==> config.mk <==
export PLATFORM = sky130hd
export DESIGN_NAME = fifo_wr_arbiter
export DESIGN_NICKNAME = d
export VERILOG_FILES = /design/src/rtl/fifo_wr_arbiter_pkg.sv /design/src/rtl/fifo_wr_arbiter_rr_pick.sv /design/src/rtl/fifo_wr_arbiter.sv
export SDC_FILE = /design/constraint.sdc
export NUM_CORES = 1
export LEC_CHECK = 0
export CAP_MARGIN = 15
export CELL_PAD_IN_SITES_DETAIL_PLACEMENT = 0
export CELL_PAD_IN_SITES_GLOBAL_PLACEMENT = 1
export CORE_MARGIN = 3
export CORE_UTILIZATION = 23
export DETAILED_ROUTE_END_ITERATION = 6
export PLACE_DENSITY_LB_ADDON = 0.15
export SETUP_SLACK_MARGIN = 0.2
export SLEW_MARGIN = 20
export SYNTH_ARGS = -nofsm -noshare
export SYNTH_HDL_FRONTEND = slang
export SYNTH_SLANG_ARGS = --single-unit
==> constraint.sdc <==
create_clock -name wr_clk -period 2.7 [get_ports wr_clk]
set_input_delay 0.54 -clock wr_clk [delete_from_list [all_inputs] [get_ports wr_clk]]
set_output_delay 0.54 -clock wr_clk [all_outputs]
set_load 0.02 [all_outputs]
==> src/rtl/fifo_wr_arbiter_pkg.sv <==
// Shared types and helpers for the write-side FIFO arbiters.
package fifo_arb_pkg;

    typedef enum logic [0:0] {
        IDLE  = 1'b0,
        BURST = 1'b1
    } arb_state_t;

    localparam int STAT_WIDTH = 16;

    // Bits needed to hold an index 0..n-1; never returns less than 1 bit.
    function automatic int idx_width(input int n);
        return (n <= 2) ? 1 : $clog2(n);
    endfunction

endpackage

==> src/rtl/fifo_wr_arbiter_rr_pick.sv <==
// Combinational round-robin selector: returns the first set request at or
// after ptr, scanning upward and wrapping modulo N. Shared by other arbiters.
module rr_pick
    import fifo_arb_pkg::*;
#(
    parameter  int N     = 4,
    localparam int IDX_W = idx_width(N)
) (
    input  logic [N-1:0]     req,
    input  logic [IDX_W-1:0] ptr,
    output logic [IDX_W-1:0] idx,
    output logic             any
);

    // Walk the N positions starting at ptr and latch the first request seen
    always_comb begin
        int   cand;
        logic found;
        cand  = 0;
        found = 1'b0;
        idx   = '0;
        for (int k = 0; k < N; k++) begin
            cand = int'(ptr) + k;
            if (cand >= N) begin
                cand = cand - N;
            end
            for (int j = 0; j < N; j++) begin
                if (!found && (j == cand) && req[j]) begin
                    found = 1'b1;
                    idx   = IDX_W'(j);
                end
            end
        end
        any = |req;
    end

endmodule

==> src/rtl/fifo_wr_arbiter.sv <==
// Write-side arbiter sharing the dual-clock FIFO write port among NUM_REQ
// producers in the wr_clk domain. Round-robin grants, held for up to
// MAX_BURST words or until the owner marks req_last. Each grant change costs
// one IDLE cycle, so a word is never split across owners.
// Optional per-requester saturating transfer counters: FIFO_WR_ARB_STATS_EN.
module fifo_wr_arbiter
    import fifo_arb_pkg::*;
#(
    parameter  int NUM_REQ    = 4,
    parameter  int DATA_WIDTH = 8,
    parameter  int MAX_BURST  = 4,
    localparam int IDX_W      = idx_width(NUM_REQ),
    localparam int CNT_W      = idx_width(MAX_BURST)
) (
    input  logic                          wr_clk,
    input  logic                          wr_resetb,
    input  logic [NUM_REQ-1:0]            req_valid,
    input  logic [NUM_REQ*DATA_WIDTH-1:0] req_data,
    input  logic [NUM_REQ-1:0]            req_last,
    output logic [NUM_REQ-1:0]            req_ready,
    output logic                          fifo_wr_en,
    output logic [DATA_WIDTH-1:0]         fifo_din,
    input  logic                          fifo_full,
    output logic [IDX_W-1:0]              grant_id,
    output logic                          busy
`ifdef FIFO_WR_ARB_STATS_EN
    ,
    output logic [NUM_REQ*STAT_WIDTH-1:0] stat_count
`endif
);

    arb_state_t       state;
    logic [IDX_W-1:0] owner;
    logic [IDX_W-1:0] rr_ptr;
    logic [CNT_W-1:0] burst_cnt;

    logic [IDX_W-1:0] pick_idx;
    logic             pick_any;
    logic             in_burst;
    logic             owner_valid;
    logic             owner_last;
    logic             xfer;
    logic             last_beat;
    logic [IDX_W-1:0] next_ptr;

    rr_pick #(
        .N (NUM_REQ)
    ) u_pick (
        .req (req_valid),
        .ptr (rr_ptr),
        .idx (pick_idx),
        .any (pick_any)
    );

    assign in_burst   = (state == BURST);
    assign xfer       = in_burst & owner_valid & ~fifo_full;
    assign last_beat  = owner_last | (burst_cnt == CNT_W'(MAX_BURST - 1));
    assign next_ptr   = (owner == IDX_W'(NUM_REQ - 1)) ? '0 : owner + 1'b1;
    assign fifo_wr_en = xfer;
    assign grant_id   = owner;
    assign busy       = in_burst;

    // Route the owner's handshake and word; fifo_full gates ready with no delay
    always_comb begin
        owner_valid = 1'b0;
        owner_last  = 1'b0;
        fifo_din    = req_data[DATA_WIDTH-1:0];
        req_ready   = '0;
        for (int i = 0; i < NUM_REQ; i++) begin
            if (owner == IDX_W'(i)) begin
                owner_valid  = req_valid[i];
                owner_last   = req_last[i];
                fifo_din     = req_data[i*DATA_WIDTH +: DATA_WIDTH];
                req_ready[i] = in_burst & ~fifo_full;
            end
        end
    end

    // Arbitration FSM: pick in IDLE, forward words in BURST, release on
    // last / full burst / owner going quiet; a full FIFO simply freezes it
    always_ff @(posedge wr_clk or negedge wr_resetb) begin
        if (!wr_resetb) begin
            state     <= IDLE;
            owner     <= '0;
            rr_ptr    <= '0;
            burst_cnt <= '0;
        end else begin
            case (state)
                IDLE: begin
                    if (pick_any) begin
                        owner     <= pick_idx;
                        burst_cnt <= '0;
                        state     <= BURST;
                    end
                end
                BURST: begin
                    if (!owner_valid) begin
                        state  <= IDLE;
                        rr_ptr <= next_ptr;
                    end else if (!fifo_full) begin
                        if (last_beat) begin
                            state  <= IDLE;
                            rr_ptr <= next_ptr;
                        end else begin
                            burst_cnt <= burst_cnt + 1'b1;
                        end
                    end
                end
                default: state <= IDLE;
            endcase
        end
    end

`ifdef FIFO_WR_ARB_STATS_EN
    logic [STAT_WIDTH-1:0] stat_reg [NUM_REQ];

    // Count each requester's accepted words, sticking at all-ones
    always_ff @(posedge wr_clk or negedge wr_resetb) begin
        if (!wr_resetb) begin
            for (int i = 0; i < NUM_REQ; i++) begin
                stat_reg[i] <= '0;
            end
        end else begin
            for (int i = 0; i < NUM_REQ; i++) begin
                if (xfer && (owner == IDX_W'(i)) && (stat_reg[i] != '1)) begin
                    stat_reg[i] <= stat_reg[i] + 1'b1;
                end
            end
        end
    end

    // Flatten the counters onto the packed status port
    always_comb begin
        stat_count = '0;
        for (int i = 0; i < NUM_REQ; i++) begin
            stat_count[i*STAT_WIDTH +: STAT_WIDTH] = stat_reg[i];
        end
    end
`endif

endmodule

# Word level (Yosys, flattened, before mapping)
# Cells that the tools add are included.
[totals]
register_bits = 7
inputBits = 43
out_inout_bits = 16
word_cells = 163
[classes]
n_addsub = 9
magnitude_cmp = 4
n_eq_ne = 22
mux = 63
n_bitwise = 6
n_reduce_logical = 55
[op_table]
columns = ["operator", "count"]
rows = [
  ["== test 3 x 32 -> 1 bit (first input constant)", 8],
  ["== test 2 x 32 -> 1 bit (first input constant)", 4],
  ["zero test 32 bit", 4],
  ["2-to-1 mux 32 bit", 4],
  [">= comparator 32 x 4 -> 1 bit (second input constant)", 3],
  ["subtractor 32 x 4 -> 32 bit (second input constant)", 3],
  ["2-to-1 mux 2 bit", 22],
  ["2-to-1 mux 1 bit", 32],
  ["logical AND 1 bit", 31],
  ["2-to-1 mux 8 bit", 3],
  ["zero test 1 bit", 15],
  ["!= test 2 bit (second input constant)", 4],
  ["adder 2 x 2 -> 3 bit (second input constant)", 2],
  ["== test 2 bit (second input constant)", 3],
  ["adder 2 x 1 -> 2 bit (second input constant)", 2],
  ["!= test 2 x 1 -> 1 bit (second input constant)", 2],
  ["one-hot mux 2 bit (2 select lines)", 1],
  ["AND reduction 4 bit", 1],
  ["OR reduction 4 bit", 1],
  ["subtractor 2 x 3 -> 4 bit (second input constant)", 1],
  ["adder 2 x 1 -> 3 bit (second input constant)", 1],
  ["AND 1 bit", 3],
  [">= comparator 2 x 3 -> 1 bit (second input constant)", 1],
  ["AND reduction 3 bit", 1],
  ["other kinds (6)", 7],
]

# Logic depth before layout (Yosys ltp)
[logic_depth]
ltp_word = 65
mapped_depth = 7
depth_no_buf = 6

# Hierarchy
# Synthesis repeated with hierarchy kept, for this count alone.
[unflattened]
cells_unflattened = 112
area_unflattened_um2 = 843.3
[by_module_without_submodules]
columns = ["mod", "instances", "cells_per_inst", "area_each_um2", "seq_area_each_um2"]
rows = [
  ["fifo_wr_arbiter", 1, 101, 773.2, 175.2],
  ["rr_pick", 1, 11, 70.1, 0.0],
]

# Least setup slack after synthesis
# OpenSTA, ideal clock, no wires.
[synth_path]
path_kind = "register to output"
start = "reg owner[0], in the netlist grant_id[0]"
end = "out fifo_din[6]"
arrival_time_ns = 1.806
t_required_ns = 2.160
slack_ns = 0.354
stages_incl_launch_ff = 8
n_path_buf = 2
cell_sequence = "dfrtp_1 -> inv_1 -> ha_1 -> buf_2 -> clkbuf_1 -> nor2_1 -> a21oi_1 -> o21ai_0"
[synth_via]
elab_chain_cells = 4
word_cells_on_any_way = 6
cone_classes = "3 x eq/ne; 3 x mux"
[synth_rtl]
columns = ["item", "line", "source"]
rows = [
  ["from (decl)", "fifo_wr_arbiter.sv:33", "logic [IDX_W-1:0] owner;"],
  ["from (signal assigned)", "fifo_wr_arbiter.sv:91", "owner <= pick_idx;"],
  ["== test 2 x 1 -> 1 bit", "fifo_wr_arbiter.sv:70", "if (owner == IDX_W'(i)) begin"],
  ["2-to-1 mux 8 bit (2 in a row)", "fifo_wr_arbiter.sv:70", ""],
  ["2-to-1 mux 8 bit *", "fifo_wr_arbiter.sv:70", ""],
  ["to (decl)", "fifo_wr_arbiter.sv:22", "output logic [DATA_WIDTH-1:0] fifo_din,"],
]
# Mark *: on every way between the ends. The rest lies on a longest branch, timed or not.

# Worst setup path after layout
[layout_path]
start = "reg owner[0], in the netlist grant_id[0]"
end = "out fifo_wr_en"
[layout_via]
elab_chain_cells = 7
word_cells_on_any_way = 10
cone_classes = "3 x eq/ne; 4 x mux; 2 x bitwise; 1 x reduce/logical"
[layout_rtl]
columns = ["item", "line", "source"]
rows = [
  ["zero test 2 bit", "fifo_wr_arbiter.sv:70", ""],
  ["2-to-1 mux 1 bit (3 in a row)", "fifo_wr_arbiter.sv:70", ""],
  ["2-to-1 mux 1 bit *", "fifo_wr_arbiter.sv:70", ""],
  ["AND 1 bit * (2 in a row)", "fifo_wr_arbiter.sv:56", "assign xfer = in_burst & owner_valid & ~fifo_full;"],
  ["to (decl)", "fifo_wr_arbiter.sv:21", "output logic fifo_wr_en,"],
]
# Marks and branches as above.

==> metrics <==
Clock Skews=2.92 ps; CP Max Fanout=7; # diodes=0; register area share after synthesis=0.204; post-synth top area share=0.204; final setup violating endpoints=0; peak supply drop=0.491 mV; Power Total=1.59 mW; Crit path max-delay family=buffers and inverters; final hold vios=0; CP peak stage delay=440 ps; area leader, netlist=dfrtp_1; I/O Pins=59; worst hold path type=reg -> reg; Buffers on Ports=58; routed len/inst=13.3 µm; most frequent cells in the layout=45 x clkdlybuf4s50_1, 15 x nor2_1, 14 x o21ai_0, 13 x a21oi_1, 10 x buf_4; DRC violations left=0; Synth cell types=33; initial antenna violation count=0; M2 GR Usage=0.232; outcome=finished, final reports clean; Yosys Warn Count=0; Die W=67.1 µm; worst endpoint required time=2160 ps; vias per cell=4.74; critical path type=reg -> out; largest net degree at the start of global routing=23; global-route usage over all layers=0.131; Worst-Skew Late Latency=230 ps; post-layout util=0.459; Root Buffer=clkbuf_8; clock buffer depth=2; Hold Buf Count CTS=0; GR Util met3=0.0250; Clk pin slew, worst setup/hold paths=40 ps; PnR worst setup slack=304 ps; WP buf/inv=2; Vias=1086; CP arrival=1860 ps; fin crit period=2400 ps; first-pass iteration count of the detailed router=4; initial DRC count=27; largest cells by area after synthesis=dfrtp_1 20%, mux2i_1 10%, o21ai_0 8.2%, a21oi_1 7.6%, ha_1 7.3%; total wire length=3040 µm; power per cell area=998 nW/µm²; total global routing overflow=0; core area=3470 µm²; Leak Pwr=0.678 nW; Startpoint Class=register; flops & latches, synth=7; FMAX=0.417 GHz; Slew @ Worst Pin=599 ps; CP max stage cell=dfrtp_1; share of layout cells above drive strength 1=0.148; vias in the first global route=1003; commonest non-fill, non-tap cell in the layout=clkdlybuf4s50_1; Starting Density=0.248; dpl ws=-9.38 ps; die area=4510 µm²; Post-Synthesis Mean Instance Area=7.47 µm²; Layout area overhead=85.0%; max-cap viol count=0; RSZ-0062 raised after global routing=true; fin crit share=0.887; CTS Buf Count=3; Finished Layout Cells=229; met1 Track Usage GR=0.158; Slew Viols, Final=0; FP Rows=21; Nets=232; CTS tree=built; most used routing layer=met2; critical path endpoint category=output port; cell count after synthesis=115; Placed Cells=224; Die Ht=67.1 µm; syn nets=163; slew margin rel.=0.590; clock sinks=7; Post-DRT Antenna Nets=0; hpwl dp=2410 µm; cell chain of the critical path=inv_1 -> ha_2 -> a211oi_1 -> a211o_1 -> nor2_1 -> dlygate4sd2_1; setup TNS=0 ps; Post-Syn Area=860 µm²; first-pass GRT wire length=4570 µm; RePlAce Congestion=0.769; CTS H-tree depth=1; Layout fillers=360
-- flip-flops by register name, indices dropped and copies added (netlist names) --
name	cells
burst_cnt	2
busy	1
grant_id	2
rr_ptr	2
-- routing by layer --
metal  vias to the layer above  wire, µm
met3                         4       257
met2                        47      1480
met5                         -         0
met4                         0        31
li1                        555         -
met1                       480      1270
-- kinds of logic (layout without fill, tap and decap cells) --
group	Yosys count	count (layout)	share of synthesized area
AND/OR/NAND/NOR	44	44	0.275
adder cells (fa/ha/maj)	5	5	0.0728
multiplexers	10	10	0.118
buffers and inverters	8	76	0.0408
flip-flops	7	7	0.204
AO/OA/AOI/OAI	41	41	0.290
-- worst reg2reg max path: cells and delay by family (launching register included) --
family | cells | cell delay, ps
AOI/OAI and AO/OA | 1 | 110
adders and majority gates | 1 | 250
buffers and inverters | 2 | 330
DFF | 1 | 440
muxes | 1 | 350
and+or+nand+nor | 2 | 560
-- synth_stat cells --
library cell   n
a2111oi_0      1
a211o_1        2
a211oi_1       1
a211oi_2       1
a21o_1         1
a21oi_1       13
a221oi_1       1
a2bb2oi_1      1
and2_1         4
buf_2          1
buf_4          1
clkbuf_1       3
dfrtp_1        7
ha_1           5
inv_1          3
mux2_1         1
mux2i_1        9
nand2_1        9
nand2b_1       2
nand3_1        1
nand3b_1       2
nor2_1        15
nor2b_1        5
nor3_1         1
nor3b_1        3
nor4_1         1
nor4b_4        1
o21a_1         1
o21ai_0       14
o21ai_1        2
o2bb2ai_1      1
o311ai_1       1
o31ai_1        1
-- layout make-up --
| type | count | area (µm²) | share of cell area |
|---|---|---|---|
| inverters | 3 | 11.3 | 0.00708 |
| multi-input cells | 100 | 667 | 0.419 |
| flip-flops and latches | 7 | 176 | 0.111 |
| clock inverters | 1 | 5.00 | 0.00315 |
| well taps | 46 | 57.6 | 0.0362 |
| repair buffers | 69 | 632 | 0.397 |
| clock buffers | 3 | 41.3 | 0.0260 |
-- path summary, 6_finish.rpt --
| check | start | to | slack (ps) | cells past startpoint |
|---|---|---|---|---|
| worst min register to register | burst_cnt[0] | burst_cnt[0] | 480 | 1 |
| worst min-delay path | burst_cnt[0] | burst_cnt[0] | 480 | 1 |
| min in group asynchronous | wr_resetb | busy | 570 | 1 |
| max in group asynchronous | wr_resetb | grant_id[1] | 1890 | 1 |
| worst max-delay path | grant_id[0] | fifo_wr_en | 300 | 6 |
| worst max register to register | grant_id[0] | burst_cnt[1] | 540 | 7 |
-- what timing repair did --
action,CTS,global route
endpoints found under the setup margin,13,8
resized for setup,19,17
gates cloned,1,0
buffers inserted,0,0
-- where the power goes --
| group | switching (mW) | leakage, nW | internal, mW | total [mW] |
|---|---|---|---|---|
| sequential | 0.0725 | 0.0861 | 0.154 | 0.227 |
| clock | 0.0449 | 0.0255 | 0.0998 | 0.145 |
| combinational | 0.662 | 0.567 | 0.553 | 1.22 |
| total | 0.780 | 0.678 | 0.807 | 1.59 |
-- per-stage QoR --
| step | area (µm²) | hold slack, ps |
|---|---|---|
| 2_1_floorplan | 860 | 244 |
| 3_3_place_gp | 1550 | 473 |
| 3_5_place_dp | 1550 | 479 |
| 5_1_grt | 1590 | 526 |
| 4_1_cts | 1600 | 483 |
| 6_report | 1590 | 477 |
Note: power is estimated with default switching activity, not from simulation.
